`src/rtl/seq_mult_issue_ctrl.sv`:
```
// Queues operand pairs, issues each one to the external shift multiplier, and holds its product behind valid/ready.
// A pair accepted into an idle, empty block is presented MULT_CYCLES+2 cycles later; a held result stalls new issues.
module seq_mult_issue_ctrl #(
   parameter int WIDTH       = 6,
   parameter int DEPTH       = 4,
   parameter int MULT_CYCLES = 7
) (
   input  logic                     clk,
   input  logic                     rst,
   input  logic                     in_valid,
   output logic                     in_ready,
   input  logic [WIDTH-1:0]         in_a,
   input  logic [WIDTH-1:0]         in_b,
   output logic                     mult_load,
   output logic [WIDTH-1:0]         mult_a,
   output logic [WIDTH-1:0]         mult_b,
   input  logic [2*WIDTH-1:0]       mult_product,
   output logic                     out_valid,
   input  logic                     out_ready,
   output logic [2*WIDTH-1:0]       out_product,
   output logic                     busy,
   output logic [$clog2(DEPTH):0]   fifo_count
);

   localparam int AW = $clog2(DEPTH);
   localparam int CW = (MULT_CYCLES > 1) ? $clog2(MULT_CYCLES) : 1;

   typedef enum logic [1:0] {
      S_IDLE,
      S_LOAD,
      S_WAIT
   } state_t;

   state_t                r_state;
   state_t                w_state_nxt;
   logic [CW-1:0]         r_cnt;
   logic [AW-1:0]         r_wr_ptr;
   logic [AW-1:0]         r_rd_ptr;
   logic [AW:0]           r_count;
   logic [2*WIDTH-1:0]    r_mem [DEPTH];
   logic                  r_mult_load;
   logic [WIDTH-1:0]      r_mult_a;
   logic [WIDTH-1:0]      r_mult_b;
   logic                  r_out_valid;
   logic [2*WIDTH-1:0]    r_out_product;

   logic                  w_push;
   logic                  w_pop;
   logic                  w_capture;
   logic                  w_empty;
   logic                  w_out_free;
   logic [2*WIDTH-1:0]    w_head;

   // in_ready comes from registered occupancy only, so a same-edge pop never frees a slot early
   assign in_ready    = (r_count != (AW+1)'(DEPTH));
   assign w_push      = in_valid & in_ready;
   assign w_empty     = (r_count == '0);
   assign w_out_free  = ~r_out_valid | out_ready;
   assign w_head      = r_mem[r_rd_ptr];

   assign mult_load   = r_mult_load;
   assign mult_a      = r_mult_a;
   assign mult_b      = r_mult_b;
   assign out_valid   = r_out_valid;
   assign out_product = r_out_product;
   assign fifo_count  = r_count;
   assign busy        = (r_state != S_IDLE) | ~w_empty | r_out_valid;

   always_comb begin
      w_state_nxt = r_state;
      w_pop       = 1'b0;
      w_capture   = 1'b0;
      case (r_state)
         S_IDLE: begin
            if (!w_empty && w_out_free) begin
               w_pop       = 1'b1;
               w_state_nxt = S_LOAD;
            end
         end
         S_LOAD: w_state_nxt = S_WAIT;
         S_WAIT: begin
            if (r_cnt == CW'(MULT_CYCLES - 1)) begin
               w_capture   = 1'b1;
               w_state_nxt = S_IDLE;
            end
         end
         default: w_state_nxt = S_IDLE;
      endcase
   end

   always_ff @(posedge clk or posedge rst) begin
      if (rst) begin
         r_state <= S_IDLE;
         r_cnt   <= '0;
      end else begin
         r_state <= w_state_nxt;
         if (r_state == S_LOAD) begin
            r_cnt <= '0;
         end else if (r_state == S_WAIT) begin
            r_cnt <= r_cnt + CW'(1);
         end
      end
   end

   // Storage carries data only; validity lives in the pointers and count
   always_ff @(posedge clk) begin
      if (w_push) begin
         r_mem[r_wr_ptr] <= {in_a, in_b};
      end
   end

   always_ff @(posedge clk or posedge rst) begin
      if (rst) begin
         r_wr_ptr <= '0;
         r_rd_ptr <= '0;
         r_count  <= '0;
      end else begin
         if (w_push) r_wr_ptr <= r_wr_ptr + AW'(1);
         if (w_pop)  r_rd_ptr <= r_rd_ptr + AW'(1);
         case ({w_push, w_pop})
            2'b10:   r_count <= r_count + (AW+1)'(1);
            2'b01:   r_count <= r_count - (AW+1)'(1);
            default: r_count <= r_count;
         endcase
      end
   end

   // Operands stay stable after LOAD so the multiplier may sample them late
   always_ff @(posedge clk or posedge rst) begin
      if (rst) begin
         r_mult_load <= 1'b0;
         r_mult_a    <= '0;
         r_mult_b    <= '0;
      end else begin
         r_mult_load <= w_pop;
         if (w_pop) begin
            r_mult_a <= w_head[2*WIDTH-1:WIDTH];
            r_mult_b <= w_head[WIDTH-1:0];
         end
      end
   end

   always_ff @(posedge clk or posedge rst) begin
      if (rst) begin
         r_out_valid   <= 1'b0;
         r_out_product <= '0;
      end else if (w_capture) begin
         r_out_valid   <= 1'b1;
         r_out_product <= mult_product;
      end else if (r_out_valid && out_ready) begin
         r_out_valid   <= 1'b0;
      end
   end

endmodule

```
`config.mk`:
```
export PLATFORM = sky130hd
export DESIGN_NAME = seq_mult_issue_ctrl
export DESIGN_NICKNAME = d
export VERILOG_FILES = /design/src/rtl/seq_mult_issue_ctrl.sv
export SDC_FILE = /design/constraint.sdc
export NUM_CORES = 1
export LEC_CHECK = 0
export ABC_AREA = 1
export BUFFER_PORTS_ARGS = -buffer_cell sky130_fd_sc_hd__buf_2
export CELL_PAD_IN_SITES_DETAIL_PLACEMENT = 1
export CELL_PAD_IN_SITES_GLOBAL_PLACEMENT = 1
export CORE_MARGIN = 2
export CORE_UTILIZATION = 29
export DETAILED_ROUTE_END_ITERATION = 6
export GPL_TIMING_DRIVEN = 1
export PLACE_DENSITY = 0.63
export SETUP_SLACK_MARGIN = 0.1
export SLEW_MARGIN = 20
export SYNTH_ARGS = -nofsm -noshare
export SYNTH_HDL_FRONTEND = slang
export SYNTH_SLANG_ARGS = --single-unit
```
`constraint.sdc`:
```
create_clock -name clk -period 2.9 [get_ports clk]
set_input_delay 0.145 -clock clk [delete_from_list [all_inputs] [get_ports clk]]
set_output_delay 0.145 -clock clk [all_outputs]
set_load 0.05 [all_outputs]
```
**After elaboration in Yosys (flattened, before gate mapping)**

Memories as Yosys holds them, arrays and structs flattened. A register that Yosys moved wholly into a read port is not among the register bits.
Cells that the tools add are included.

- Divide/modulo/power cells: 0
- Eq/ne operators: 8
- Bitwise operators: 6
- Reduce and logical (&&, ||, !) cells: 10
- Multipliers: 0
- Shift operators: 0
- $lt $le $gt $ge: 0
- Add/subtract/negate cells: 5
- Muxes and demuxes: 14

Operators with widths:

| kind | count |
|---|---|
| 1-bit two-way mux | 8 |
| 2-bit nonzero test | 4 |
| 3-bit by 1-bit adder with 3-bit output (second input constant) | 2 |
| 3-bit two-way mux | 2 |
| 2-bit one-hot mux with 3 select lines | 1 |
| 3-bit one-hot mux with 2 select lines | 1 |
| 2-bit by 1-bit adder with 2-bit output (second input constant) | 2 |
| 2-bit by 1-bit equality test with 1-bit output (second input constant) | 2 |
| 2-bit equality test (second input constant) | 2 |
| 2-bit two-way mux | 2 |
| 2-bit != test (second input constant) | 2 |
| 3-bit equality test (second input constant) | 1 |
| 3-bit zero test | 1 |
| 3-bit != test (second input constant) | 1 |
| 1-bit OR | 3 |
| 3-bit by 1-bit subtractor with 3-bit output (second input constant) | 1 |
| 1-bit logical AND | 2 |
| 2-bit zero test | 1 |
| 1-bit NOT | 2 |
| 2-bit AND reduction | 1 |
| 1-bit bitwise AND | 1 |
| 1-bit zero test | 1 |

- Latch bits: 0
- Memories kept: 1
- Output and inout port bits: 31
- Bits in writable memories: 48
- Input bits: 28
- Logic and storage cells: 52
- Register bits: 26
- Memory bits (read-only): 0

Memory list:

| name | words | bits a word | read ports | clocked after memory_dff | wr ports | line | RTL |
|---|---|---|---|---|---|---|---|
| r_mem | 4 | 12 | 1 | 1 | 1 | 40 | `logic [2*WIDTH-1:0] r_mem [DEPTH];` |

**Longest topological paths before layout**

Gate-level depths: netlist (run 1).

- Depth after elaboration: 7
- Gate-level depth with buffers: 10
- Depth with buffers taken out: 9

**Worst setup path after synthesis (run 1)**

No wires, ideal clock.

- Path kind: flip-flop to flip-flop
- Start point: register r_count[0], in the netlist fifo_count[0]
- End point: register r_count[2], in the netlist fifo_count[2]
- Setup time: 131 ps
- Cell stages (with the launch flop): 9
- Period minus slack after synthesis: 2,498 ps
- Required time: 2,769 ps
- Data arrival time: 2,367 ps
- Slack: 402 ps
- Cells stage by stage: dfrtp_1 > nor2_2 > nand2_1 > nand2_2 > ha_1 > fa_1 > a21oi_1 > o21ai_0 > xor2_1

- Elaborated cells on any way between the ends: 13
- Those cells by class: add/sub (2); eq/ne (3); mux (3); bitwise (1); reduce/logical (4)

RTL lines:

| element | line | RTL |
|---|---|---|
| from (decl) | 39 | `logic [AW:0] r_count;` |
| from (signal assigned) | 121 | `2'b10: r_count <= r_count + (AW+1)'(1);` |
| from (signal assigned) | 122 | `2'b01: r_count <= r_count - (AW+1)'(1);` |
| from (signal assigned) | 123 | `default: r_count <= r_count;` |
| 3-bit != test * | 55 | `assign in_ready = (r_count != (AW+1)'(DEPTH));` |
| net in_ready | 11 | `output logic in_ready,` |
| 1-bit bitwise AND * | 56 | `assign w_push = in_valid & in_ready;` |
| 2-bit by 1-bit equality test with 1-bit output or 2-bit equality test (tied branches) | 120 | `case ({w_push, w_pop})` |
| 3-bit one-hot mux with 2 select lines or 2-bit nonzero test (tied branches) | n/a |  |

Mark *: on every way through the listed nets, which the timed path passes. The rest lies on a longest branch.
A chain may end at the register's enable or synchronous reset.

**Worst setup path after layout (run 1)**

- Start point: register r_state[0]
- End point: register r_count[2], in the netlist fifo_count[2]

- Cells in the longest elaborated chain, start to end: 4
- Elaborated cells on any way between the ends: 6
- Those cells by class: eq/ne (2); mux (2); reduce/logical (2)

Ends and longest elaborated chain:

| element | line | RTL |
|---|---|---|
| from (decl) | 34 | `state_t r_state;` |
| from (signal assigned) | 96 | `r_state <= w_state_nxt;` |
| 2-bit zero test * | 73 | `case (r_state)` |
| 1-bit two-way mux * | 73 |  |
| 2-bit by 1-bit equality test with 1-bit output or 2-bit equality test (tied branches) | 120 |  |
| 3-bit one-hot mux with 2 select lines or 2-bit nonzero test (tied branches) | n/a |  |

Every way passes the cells marked *; elsewhere a longest branch is shown, timed or not.

==> results of run 1 <==
layer usage:
metal	GRT usage	wire, µm	vias to the layer above
met5	0	0	-
met4	0.0476	115	0
met3	0.0394	376	9
met2	0.214	3820	49
met1	0.148	3360	1119
li1	-	-	1144
kinds of logic (layout without fill, tap and decap cells):
group,Yosys count,after routing,synth area share
flip-flops,86,86,0.652
AND/OR/NAND/NOR,137,137,0.157
XOR/XNOR,6,6,0.0143
buffers and inverters,38,111,0.0532
multiplexers,13,13,0.0491
AO/OA/AOI/OAI,20,20,0.0354
adder cells (fa/ha/maj),11,11,0.0395
state kept, by name, indices dropped and copies added, names as in the netlist, 3 cells and up:
| signal | count |
|---|---|
| fifo_count | 3 |
| mult_a | 6 |
| mult_b | 6 |
| out_product | 12 |
| r_cnt | 3 |
| r_mem | 48 |
final cells by class:
cell class              instances  area (µm²)
multi-input cells             187        1080
clock inverters                 7         121
well taps                     172         215
flip-flops and latches         86        2390
clock buffers                   9         225
repair buffers                 68         368
fillers                      1404        7960
inverters                      27         101
worst register-to-register path: cells and delay by family, from the launching register on:
kind                     cells  cell delay, ns
adder cells (fa/ha/maj)      3            0.84
flip-flops                   1            0.37
AO/OA/AOI/OAI                2            0.24
AND/OR/NAND/NOR              1            0.22
XOR/XNOR                     1            0.15
buffers and inverters        2            0.13
Yosys cell counts, drive strengths merged:
cell,number
or2,11
a21oi,3
buf,11
o21ai,5
mux2,13
nand3,3
o31ai,1
fa,1
nand2,90
or3b,1
xnor2,2
edfxtp,48
inv,27
xor2,4
o211ai,11
dfrtp,38
nor2,32
ha,10
power by group through the flow:
stage / clock [W] / combinational (W) / sequential [W]
after detailed placement: 0 / 0.00243 / 0.00199
after floorplan: 0 / 0.00124 / 0.00259
after global routing: 0.00141 / 0.00266 / 0.00201
after global placement: 0 / 0.00237 / 0.00196
final: 0.00133 / 0.00239 / 0.00196
after CTS: 0.00137 / 0.00245 / 0.00197
per-stage QoR:
step,setup slack (ns),instances,utilization,total power (W)
after floorplan,0.402,311,-,0.00384
after global placement,0.855,539,0.333,0.00433
after detailed placement,0.804,539,0.333,0.00442
after CTS,0.786,555,0.361,0.00578
after global routing,0.608,556,0.362,0.00608
final,0.810,556,0.362,0.00568
how the worst max path moves through the flow:
stage	to	cells after the start
final	fifo_count[2]$_DFFE_PP0P_	9
after global placement	fifo_count[2]$_DFFE_PP0P_	9
after CTS	fifo_count[2]$_DFFE_PP0P_	9
after detailed placement	fifo_count[2]$_DFFE_PP0P_	9
after global routing	fifo_count[2]$_DFFE_PP0P_	9
after floorplan	fifo_count[2]$_DFFE_PP0P_	8
==> flow_metrics.env, run 1 <==
export IMPL_p_int_w=0.00328
export IMPL_pwr_share_clk=0.235
export IMPL_powerDensity_nw_per_um2=1260
export IMPL_finalHoldViolCount=0
export IMPL_root_buffer="clkbuf_16"
export IMPL_slew_limit_headroom=0.392
export IMPL_hold_path_endpoint="r_mem[0][7]$_DFFE_PP_"
export IMPL_r2r_slack_ns=0.81
export IMPL_clkTransAtPathRegs_ns=0.07
export IMPL_wirelength_um=7680
export IMPL_yosys_warnings=0
export IMPL_synth_top_area_frac=0.393
export IMPL_irDropWorstVdd_mv=0.417
export IMPL_skew_ns=0.00971
export IMPL_syn_nets=350
export IMPL_slew_viol_final=0
export IMPL_leakage_nw=2.06
export IMPL_io_pins=59
export IMPL_startpoint_type="register"
export IMPL_dieArea_um2=13600
export IMPL_worst_slew_pin_slew_ns=0.912
export IMPL_fp_dieH_um=117
export IMPL_cp_max_fo=16
export IMPL_yosys_area_top_type="edfxtp_1"
export IMPL_period_minus_slack_ns=2.09
export IMPL_synth_seq_area_share=0.652
export IMPL_first_pass_iters=4
export IMPL_crit_slowest_cell="fa_1"
export IMPL_status="finished clean"
export IMPL_arrival_ns=2.31
export IMPL_placed_area_um2=4150
export IMPL_cts_setup_buffers=0
export IMPL_maxCapViolations=0
export IMPL_hold_depth=1
export IMPL_syn_to_final_growth_pct=22.8
export IMPL_tns_ns=0
export IMPL_switching_share=0.421
export IMPL_clock_path_buffers=2
export IMPL_io_buffers=58
export IMPL_post_dp_hpwl_um=5260
export IMPL_hold_slack_ns=0.0135
export IMPL_setup_viol=0
export IMPL_p_seq_frac=0.344
export IMPL_coreArea_um2=12500
export IMPL_design_area_um2=4510
export IMPL_crit_chain="inv_1 -> ha_1 -> nand3_4 -> inv_2 -> ha_1 -> fa_1 -> a21oi_1 -> o21ai_0 -> xor2_1"
export IMPL_num_vias=2321
export IMPL_layout_nets=418
export IMPL_ctsHoldBuffers=0
export IMPL_hp_start="in_a[1]"
export IMPL_grt_setup_unrepaired="no"
export IMPL_grt_pass1_vias=2494
export IMPL_wl_per_cell_um=13.8
export IMPL_syn_instance_count=311
export IMPL_grt_use_total=0.125
export IMPL_drive_gt1_frac=0.276
export IMPL_viasPerCell=4.17
export IMPL_grt_start_max_net_pins=38
export IMPL_fp_row_count=41
export IMPL_reg2reg_from="r_state[0]$_DFFE_PP0P_"
export IMPL_layout_common_cells="nand2_1 (88), buf_2 (58), edfxtp_1 (48), dfrtp_1 (38), nor2_1 (31)"
export IMPL_avgSynthCellArea_um2=11.8
export IMPL_grt_pass1_wl_um=12500
export IMPL_ctsResizeCount=0
export IMPL_worstRegToRegCells=9
export IMPL_hold_path_class="primary input to register"
export IMPL_gp_congestion=0.680
export IMPL_clkSinkCount=86
export IMPL_end_kind="register"
export IMPL_slowest_delay_ns=0.39
export IMPL_clock_latency_ns=0.35
export IMPL_grt_overflow=0
export IMPL_yosys_top_cells_area="edfxtp_1 (39%), dfrtp_1 (26%), nand2_1 (9.0%)"
export IMPL_max_freq_ghz=0.478
export IMPL_cts_tree="done"
export IMPL_final_antenna_net_count=0
export IMPL_synthDistinctLibCells=29
export IMPL_drt_initial_drc_count=79
export IMPL_comb_power_share=0.421
export IMPL_diodes=0
export IMPL_ys_seq_elements=86
export IMPL_h_tree_depth=3
export IMPL_startpoint="r_state[0]$_DFFE_PP0P_"
export IMPL_numCtsBuffers=9
export IMPL_switchingPower_w=0.00239
export IMPL_initial_core_util=0.294
export IMPL_final_common_cell="nand2_1"
export IMPL_period_share=0.721
export IMPL_drcViolationCount=0
export IMPL_crit_family="adder cells"
export IMPL_crit_top_cell="ha_1"
export IMPL_r2r_end="fifo_count[2]$_DFFE_PP0P_"
export IMPL_netlist_area_um2=3670
export IMPL_die_w_um=117
export IMPL_cp_required_ns=3.12
export IMPL_antenna_found_initial=0
export IMPL_critPathBufInv=2
export IMPL_crit_type="register to register"
Power figures use the tool's default switching activity.
==> run 2: changes to the inputs <==
==> constraint.sdc (replaced) <==
create_clock -name clk -period 2 [get_ports clk]
set_input_delay 0.1 -clock clk [delete_from_list [all_inputs] [get_ports clk]]
set_output_delay 0.1 -clock clk [all_outputs]
set_load 0.05 [all_outputs]
==> flow_metrics.env, run 2 (synthesis gave the netlist of run 1 again) <==
export IMPL_status="finished clean"
export IMPL_period_minus_slack_ns=1.80
export IMPL_drcViolationCount=0
export IMPL_hold_depth=1
export IMPL_cp_required_ns=2.22
export IMPL_crit_type="register to register"
export IMPL_io_buffers=58
export IMPL_drive_gt1_frac=0.294
export IMPL_tns_ns=0
export IMPL_hold_path_endpoint="r_mem[1][2]$_DFFE_PP_"
export IMPL_dieArea_um2=13600
export IMPL_post_dp_hpwl_um=5290
export IMPL_die_w_um=117
export IMPL_drt_initial_drc_count=70
export IMPL_arrival_ns=2.02
export IMPL_wirelength_um=8210
export IMPL_largest_register="r_mem"
export IMPL_startpoint="r_state[0]$_DFFE_PP0P_"
export IMPL_hp_start="in_b[2]"
export IMPL_h_tree_depth=3
export IMPL_numCtsBuffers=9
export IMPL_layout_common_cells="nand2_1 (87), buf_2 (58), edfxtp_1 (48), dfrtp_1 (34), nor2_1 (31)"
export IMPL_grt_util_met3=0.0389
export IMPL_finalHoldViolCount=0
export IMPL_cp_max_fo=3
export IMPL_coreArea_um2=12500
export IMPL_root_buffer="clkbuf_16"
export IMPL_busiest_layer="met2"
export IMPL_wl_per_cell_um=14.0
export IMPL_largest_reg_flops=48
export IMPL_worst_slew_pin_slew_ns=0.779
export IMPL_num_vias=2511
export IMPL_fp_dieH_um=117
export IMPL_clock_latency_ns=0.34
export IMPL_skew_ns=0.0121
export IMPL_final_antenna_net_count=0
export IMPL_reg2reg_from="r_state[0]$_DFFE_PP0P_"
export IMPL_irDropWorstVdd_mv=0.683
export IMPL_powerDensity_nw_per_um2=1710
export IMPL_period_share=0.900
export IMPL_gp_congestion=0.689
export IMPL_clock_path_buffers=2
export IMPL_diodes=0
export IMPL_startpoint_type="register"
export IMPL_maxCapViolations=0
export IMPL_leakage_nw=2.16
export IMPL_grt_overflow=0
export IMPL_grt_use_total=0.127
export IMPL_initial_core_util=0.294
export IMPL_r2r_slack_ns=0.20
export IMPL_slew_viol_final=0
export IMPL_syn_to_final_growth_pct=30.0
export IMPL_design_area_um2=4770
export IMPL_use_met1=0.150
export IMPL_worstRegToRegCells=7
export IMPL_clkTransAtPathRegs_ns=0.06
export IMPL_cts_tree="done"
export IMPL_final_core_util=0.383
export IMPL_grt_setup_unrepaired="no"
export IMPL_fp_row_count=41
export IMPL_first_pass_iters=4
export IMPL_antenna_found_initial=0
export IMPL_io_pins=59
export IMPL_viasPerCell=4.28
export IMPL_r2r_end="fifo_count[1]$_DFFE_PP0P_"
export IMPL_placed_area_um2=4230
export IMPL_clkSinkCount=86
export IMPL_grt_pass1_vias=2659
export IMPL_final_common_cell="nand2_1"
export IMPL_grt_start_max_net_pins=27
export IMPL_end_kind="register"
export IMPL_slew_limit_headroom=0.480
export IMPL_hold_path_class="primary input to register"
export IMPL_layout_nets=449
export IMPL_setup_viol=0
export IMPL_grt_pass1_wl_um=12900
export IMPL_use_met2=0.223
export IMPL_max_freq_ghz=0.555
export IMPL_finalPower_w=0.00815
[run 2: changes by cell type in the layout (fill, tap and decap cells not counted), sizes merged]
cell	change
buf	+8
clkinvlp	+1
dlygate4sd3	+23
clkinv	-2
inv	+3
bufinv	-3
clkbuf	+1
[run 2: worst max-delay path by stage]
stage	cells past startpoint	end	slack, ns
after floorplan	10	fifo_count[2]$_DFFE_PP0P_	-0.01
after global placement	7	fifo_count[1]$_DFFE_PP0P_	0.23
after detailed placement	6	fifo_count[1]$_DFFE_PP0P_	0.19
after CTS	7	fifo_count[1]$_DFFE_PP0P_	0.17
after global routing	7	fifo_count[1]$_DFFE_PP0P_	0.10
final	7	fifo_count[1]$_DFFE_PP0P_	0.20
[run 2: cell type report]
class / count / area [µm²]
inverters: 27 / 104
well taps: 172 / 215
multi-input cells: 187 / 1120
repair buffers: 99 / 658
flip-flops and latches: 86 / 2400
fillers: 1372 / 7690
clock buffers: 10 / 229
clock inverters: 6 / 50.0
[run 2: per-stage QoR]
stage	instances	hold WS (ns)	setup slack, ns
2_1_floorplan	311	0.199	-0.0117
3_3_place_gp	545	0.292	0.226
3_5_place_dp	545	0.300	0.187
4_1_cts	585	0.00579	0.174
5_1_grt	587	0.0117	0.103
6_report	587	0.0124	0.199
[run 2: repair_timing]
item	in CTS	in global routing
endpoints found under the setup margin	0	2
hold endpoints to repair	71	0
hold buffers	24	0
resized for setup	0	2
setup buffers	0	2
[run 2: power by group]
group	switching (W)	internal [W]	leakage, nW
combinational	0.00257	0.00121	1.13
clock	0.000731	0.000862	0.136
sequential	0.000297	0.00249	0.893
[run 2: worst max-delay path, cell delays in order, from the launching register on]
cell and delay [ns]:
dfrtp_1 0.40, inv_1 0.09, ha_2 0.21, nand3_4 0.09, inv_4 0.07, ha_4 0.14
fa_2 0.42, mux2_2 0.26
[run 2: routing by layer]
layer	wire length, µm	part of all wire	up-vias
met5	0	0	-
li1	-	-	1205
met2	4130	0.50	67
met3	431	0.053	8
met4	68	0.0083	0
met1	3580	0.44	1231
